**config.mk**
```make
export PLATFORM = sky130hd
export DESIGN_NAME = serial_cmd_receiver
export DESIGN_NICKNAME = d
export VERILOG_FILES = /design/src/rtl/serial_cmd_receiver.sv
export SDC_FILE = /design/constraint.sdc
export NUM_CORES = 1
export LEC_CHECK = 0
export CAP_MARGIN = 40
export CORE_AREA = 2 2 73 75
export DETAILED_ROUTE_END_ITERATION = 16
export DIE_AREA = 0 0 75 77
export PLACE_DENSITY = 0.65
export SETUP_SLACK_MARGIN = 0.5
export SYNTH_ARGS = -nofsm -noshare
export SYNTH_HDL_FRONTEND = slang
export SYNTH_SLANG_ARGS = --single-unit
```
**constraint.sdc**
```tcl
create_clock -name clk -period 2.4 [get_ports clk]
set_input_delay 0.72 -clock clk [delete_from_list [all_inputs] [get_ports clk]]
set_output_delay 0.72 -clock clk [all_outputs]
set_load 0.02 [all_outputs]
```
**src/rtl/serial_cmd_receiver.sv**
```systemverilog
// 8N1 UART receiver that turns ASCII command characters into a 3-bit number
// plus a control strobe, with number held stable around the strobe.
module serial_cmd_receiver #(
    parameter int CLK_HZ       = 50000000,
    parameter int BAUD         = 115200,
    parameter int SETUP_CYCLES = 4,
    parameter int PULSE_CYCLES = 8
) (
    input  logic       clk,
    input  logic       reset,
    input  logic       rx,
    output logic [2:0] number,
    output logic       control,
    output logic       busy,
    output logic       frame_err,
    output logic       overrun
);
    // state    | meaning
    // R_IDLE   | line idle, waiting for a start edge
    // R_START  | half-bit wait, confirm start bit
    // R_DATA   | sampling 8 data bits, LSB first
    // R_STOP   | sampling stop bit
    // S_IDLE   | no strobe in flight, number holds last value
    // S_SETUP  | number loaded, waiting before control rises
    // S_PULSE  | control high
    // S_HOLD   | control low, number still held

    localparam int CLKS_PER_BIT = CLK_HZ / BAUD;
    localparam int CW   = (CLKS_PER_BIT > 1) ? $clog2(CLKS_PER_BIT) : 1;
    localparam int SMAX = (SETUP_CYCLES > PULSE_CYCLES) ? SETUP_CYCLES : PULSE_CYCLES;
    localparam int SW   = (SMAX > 1) ? $clog2(SMAX) : 1;
    localparam logic [CW-1:0] BIT_LOAD   = CW'(CLKS_PER_BIT - 1);
    localparam logic [CW-1:0] HALF_LOAD  = CW'(CLKS_PER_BIT / 2 - 1);
    localparam logic [SW-1:0] SETUP_LOAD = SW'(SETUP_CYCLES - 1);
    localparam logic [SW-1:0] PULSE_LOAD = SW'(PULSE_CYCLES - 1);

    typedef enum logic [1:0] {R_IDLE, R_START, R_DATA, R_STOP} rx_state_t;
    typedef enum logic [1:0] {S_IDLE, S_SETUP, S_PULSE, S_HOLD} st_state_t;

    logic          rx_meta, rx_sync;
    rx_state_t     r_state, r_nxt;
    logic [CW-1:0] clk_cnt, cnt_nxt;
    logic [2:0]    bit_cnt, bit_nxt;
    logic [7:0]    shreg, sh_nxt;
    logic          byte_ok, ferr_set;
    logic          cmd_valid;
    logic [2:0]    cmd_num;

    st_state_t     s_state, s_nxt;
    logic [SW-1:0] s_cnt, sc_nxt;
    logic [2:0]    num_nxt, pend_num, pend_nxt;
    logic          ctl_nxt, pend_full, pend_full_nxt, ovr_set, slot_free;

    always_ff @(posedge clk or posedge reset) begin
        if (reset) begin
            rx_meta   <= 1'b1;
            rx_sync   <= 1'b1;
            r_state   <= R_IDLE;
            clk_cnt   <= '0;
            bit_cnt   <= '0;
            shreg     <= '0;
            frame_err <= 1'b0;
            s_state   <= S_IDLE;
            s_cnt     <= '0;
            number    <= '0;
            control   <= 1'b0;
            pend_full <= 1'b0;
            pend_num  <= '0;
            overrun   <= 1'b0;
        end else begin
            rx_meta   <= rx;
            rx_sync   <= rx_meta;
            r_state   <= r_nxt;
            clk_cnt   <= cnt_nxt;
            bit_cnt   <= bit_nxt;
            shreg     <= sh_nxt;
            frame_err <= ferr_set;
            s_state   <= s_nxt;
            s_cnt     <= sc_nxt;
            number    <= num_nxt;
            control   <= ctl_nxt;
            pend_full <= pend_full_nxt;
            pend_num  <= pend_nxt;
            overrun   <= ovr_set;
        end
    end

    always_comb begin
        r_nxt    = r_state;
        cnt_nxt  = clk_cnt;
        bit_nxt  = bit_cnt;
        sh_nxt   = shreg;
        byte_ok  = 1'b0;
        ferr_set = 1'b0;
        case (r_state)
            R_IDLE: if (!rx_sync) begin
                r_nxt   = R_START;
                cnt_nxt = HALF_LOAD;
                bit_nxt = '0;
            end
            R_START: if (clk_cnt == '0) begin
                // a start bit that is gone by mid-bit is a glitch, not an error
                if (!rx_sync) begin
                    r_nxt   = R_DATA;
                    cnt_nxt = BIT_LOAD;
                end else begin
                    r_nxt = R_IDLE;
                end
            end else begin
                cnt_nxt = clk_cnt - CW'(1);
            end
            R_DATA: if (clk_cnt == '0) begin
                sh_nxt  = {rx_sync, shreg[7:1]};
                cnt_nxt = BIT_LOAD;
                if (bit_cnt == 3'd7) r_nxt = R_STOP;
                else bit_nxt = bit_cnt + 3'd1;
            end else begin
                cnt_nxt = clk_cnt - CW'(1);
            end
            R_STOP: if (clk_cnt == '0) begin
                byte_ok  = rx_sync;
                ferr_set = !rx_sync;
                r_nxt    = R_IDLE;
            end else begin
                cnt_nxt = clk_cnt - CW'(1);
            end
            default: r_nxt = R_IDLE;
        endcase
    end

    always_comb begin
        cmd_valid = 1'b0;
        cmd_num   = 3'd0;
        if (byte_ok) begin
            if (shreg >= 8'h30 && shreg <= 8'h36) begin
                cmd_valid = 1'b1;
                cmd_num   = shreg[2:0];
            end else if (shreg == 8'h52 || shreg == 8'h72) begin
                cmd_valid = 1'b1;
                cmd_num   = 3'd7;
            end
        end
    end

    always_comb begin
        s_nxt         = s_state;
        sc_nxt        = s_cnt;
        num_nxt       = number;
        ctl_nxt       = control;
        pend_full_nxt = pend_full;
        pend_nxt      = pend_num;
        ovr_set       = 1'b0;
        slot_free     = 1'b0;
        case (s_state)
            S_IDLE: if (pend_full) begin
                num_nxt   = pend_num;
                sc_nxt    = SETUP_LOAD;
                s_nxt     = S_SETUP;
                slot_free = 1'b1;
            end else if (cmd_valid) begin
                num_nxt = cmd_num;
                sc_nxt  = SETUP_LOAD;
                s_nxt   = S_SETUP;
            end
            S_SETUP: if (s_cnt == '0) begin
                ctl_nxt = 1'b1;
                sc_nxt  = PULSE_LOAD;
                s_nxt   = S_PULSE;
            end else begin
                sc_nxt = s_cnt - SW'(1);
            end
            S_PULSE: if (s_cnt == '0) begin
                ctl_nxt = 1'b0;
                sc_nxt  = SETUP_LOAD;
                s_nxt   = S_HOLD;
            end else begin
                sc_nxt = s_cnt - SW'(1);
            end
            S_HOLD: if (s_cnt == '0) begin
                if (pend_full) begin
                    num_nxt   = pend_num;
                    sc_nxt    = SETUP_LOAD;
                    s_nxt     = S_SETUP;
                    slot_free = 1'b1;
                end else begin
                    s_nxt = S_IDLE;
                end
            end else begin
                sc_nxt = s_cnt - SW'(1);
            end
            default: s_nxt = S_IDLE;
        endcase
        if (slot_free) pend_full_nxt = 1'b0;
        // a slot being emptied this clock can take the new command without overrun
        if (cmd_valid && !(s_state == S_IDLE && !pend_full)) begin
            if (!pend_full || slot_free) begin
                pend_full_nxt = 1'b1;
                pend_nxt      = cmd_num;
            end else begin
                ovr_set = 1'b1;
            end
        end
    end

    assign busy = (s_state != S_IDLE) || pend_full;

endmodule

```
==> flow_summary.toml <==
[outcome]
status = "finished clean"

[floorplanning]
start_util_pct = 44.1
core_area_um2 = 4980
chipWidth_um = 75
io_pins = 10
die_area_um2 = 5780
die_h_um = 77
rows = 26

[pwr]
cellLeakagePower_nw = 1.36
ir_drop_uv = 362
p_per_area_nw_per_um2 = 386

[placed_design]
placed_cell_area_um2 = 2410
dp_hpwl_um = 2780
gp_congestion = 0.786
io_buffers = 9

[timing]
relSlewSlack_pct = 66.4
fmax_ghz = 0.504
worst_pin_slew_ns = 0.502
fin_worst_skew_ns = 0.0110
report.final.slew_viol_count = 0
holdWs_ns = 0.357
setup_viol = 0
hold_viol = 0
setup_tns_ns = 0
timing.final.crit_share_pct = 82.8
rsz0062_at_grt = "true"
min_period_ns = 1.99

[synth]
syn_inst = 207
ys_types = 51
synth.yosys.warnings = 0
syn-cell-area_um2 = 2200
syn_nets = 224
async_reset_ff_share_pct = 100
ys_seq_area_share_pct = 44.5
synth_flop_cell = "dfrtp_1"
avgSynthCellArea_um2 = 10.6
synth_edf_count = 0
ys_ff_latch = 39

[setup_path]
crit_required_ns = 2.58
critPathCaptureType = "register"
critPathKind = "register to register"
arrival_ns = 2.16
cp_max_fo = 8
startpoint_type = "register"

[cells_and_area]
regArea_um2 = 978
nets = 267
drive_above_1_share_pct = 39.0
finalInstanceArea_um2 = 2910
fillers = 430
area_growth_pct = 32.5
antennaDiodeCount = 0
multi_input_comb_area_um2 = 1350

[global_routing]
grt_pass1_wl_um = 7610
grt_usage_pct = 16.6
grt.busiest_layer = "met2"
antenna_found_initial = 0
use_met2_pct = 24.5
grt-ovfl-total = 0
grt_util_met3_pct = 3.15
grt_pass1_vias = 1629
grt_max_degree = 40
grt_util_met1_pct = 24.2

[route]
firstDrtPassIters = 4
drt_iter0_drc = 62
wl_per_cell_um = 14.3
via_per_inst = 5.39
drc = 0
antenna_left = 0
vias = 1730
wl_um = 4600

[clock_network]
postCtsHoldBufs = 0
cts_buffers = 5
htreeDepth = 2
clock_latency_ns = 0.30
clk_path_buf_depth = 2
cts-root-buf = "clkbuf_8"
path_clk_slew_ns = 0.08
clock_sinks = 39
cts_tree = "done"

[job]
maxCapViolations = 0

[min_path]
hold_path_class = "register to register"
==> registers in the layout (all words and copies together) (netlist names), 2 cells and up, named ones only <==
| name | cells |
|---|---|
| clk_cnt | 9 |
| s_state | 2 |
| bit_cnt | 3 |
| pend_num | 3 |
| s_cnt | 3 |
| number | 3 |
| shreg | 8 |
==> placed cells by master, fill, tap and decap left out, types with 7 or more instances in the layout <==
master / n
a21oi_1: 18
buf_4: 26
buf_6: 8
dfrtp_1: 37
ha_1: 9
inv_1: 7
mux2_2: 11
nand2_1: 15
nor2_1: 8
o21ai_0: 9
==> critical path, stage by stage, from the launching register on <==
cell and delay [ns]:
dfrtp_1 0.40, inv_2 0.09, ha_4 0.13, nor4b_4 0.17
buf_4 0.18, nand2_4 0.05, a211o_4 0.33, a21oi_4 0.21
mux2_4 0.32
==> per-layer routing <==
layer,vias to the layer above,share of wire (%)
li1,847,-
met1,866,49
met2,12,48
met3,5,1.7
met4,0,1.2
met5,-,0
==> per-stage QoR <==
stage                     power [mW]  setup slack [ns]  instances  utilization [%]
after floorplan                0.685             0.480        207                -
after CTS                       1.13             0.413        314             54.0
after global placement         0.694             0.165        287             48.4
after detailed placement       0.694             0.112        287             48.4
after global routing            1.17             0.361        321             58.5
final                           1.12             0.414        321             58.5
==> path summary, 6_finish.rpt <==
path | from | to | slack, ns | cells past startpoint
setup / recovery | clk_cnt[0]$_DFFE_PP0P_ | number[0]$_DFFE_PP0P_ | 0.41 | 8
max in group asynchronous | reset | rx_meta$_DFF_PP1_ | 1.19 | 3
hold / removal | rx_meta$_DFF_PP1_ | rx_sync$_DFF_PP1_ | 0.36 | 0
min in group asynchronous | reset | clk_cnt[2]$_DFFE_PP0P_ | 0.84 | 3
hold reg to reg | rx_meta$_DFF_PP1_ | rx_sync$_DFF_PP1_ | 0.36 | 0
setup reg to reg | clk_cnt[0]$_DFFE_PP0P_ | number[0]$_DFFE_PP0P_ | 0.41 | 8
==> cells in the mapped netlist, drive strengths merged, types with 4 or more instances <==
cell type	count	area share (%)
nor2b	4	1.1
nor2	8	1.4
inv	13	2.2
ha	14	8.0
nand2	17	3.4
a31oi	4	1.1
o21ai	11	2.5
clkbuf	4	0.68
nor3	5	1.1
o22a	4	1.7
a21oi	22	5.5
dfrtp	37	42
mux2	16	8.4
==> cells by family after synthesis <==
kind of cell    after synthesis  share of synthesized area (%)
fa+ha+maj                    14                           7.97
simple gates                 53                           14.6
compound gates               66                           21.1
mux                          16                           8.37
buf+inv                      19                           3.36
flops                        39                           44.5
==> layout make-up <==
type | count | share of cell area [%]
Inverter | 13 | 1.76
Tap cell | 70 | 3.01
Sequential cell | 39 | 33.6
Timing Repair Buffer | 42 | 12.3
Clock inverter | 2 | 0.430
Clock buffer | 6 | 2.49
Multi-Input combinational cell | 149 | 46.4
==> power by group <==
| part | internal [mW] | switching, mW | leakage (nW) |
|---|---|---|---|
| clock network | 0.203 | 0.238 | 0.0412 |
| logic | 0.00651 | 0.0141 | 0.804 |
| registers | 0.660 | 0.00173 | 0.520 |
| total | 0.869 | 0.254 | 1.36 |
==> timing repair <==
| item | 4_1_cts | 5_1_grt |
|---|---|---|
| gates cloned | 0 | 0 |
| setup buffers | 19 | 7 |
| endpoints found under the setup margin | 31 | 22 |
| resized for setup | 28 | 37 |
| pin swaps | 5 | 15 |
| endpoints found under the hold margin | 0 | 0 |
Note: power is estimated with default switching activity, not from simulation.
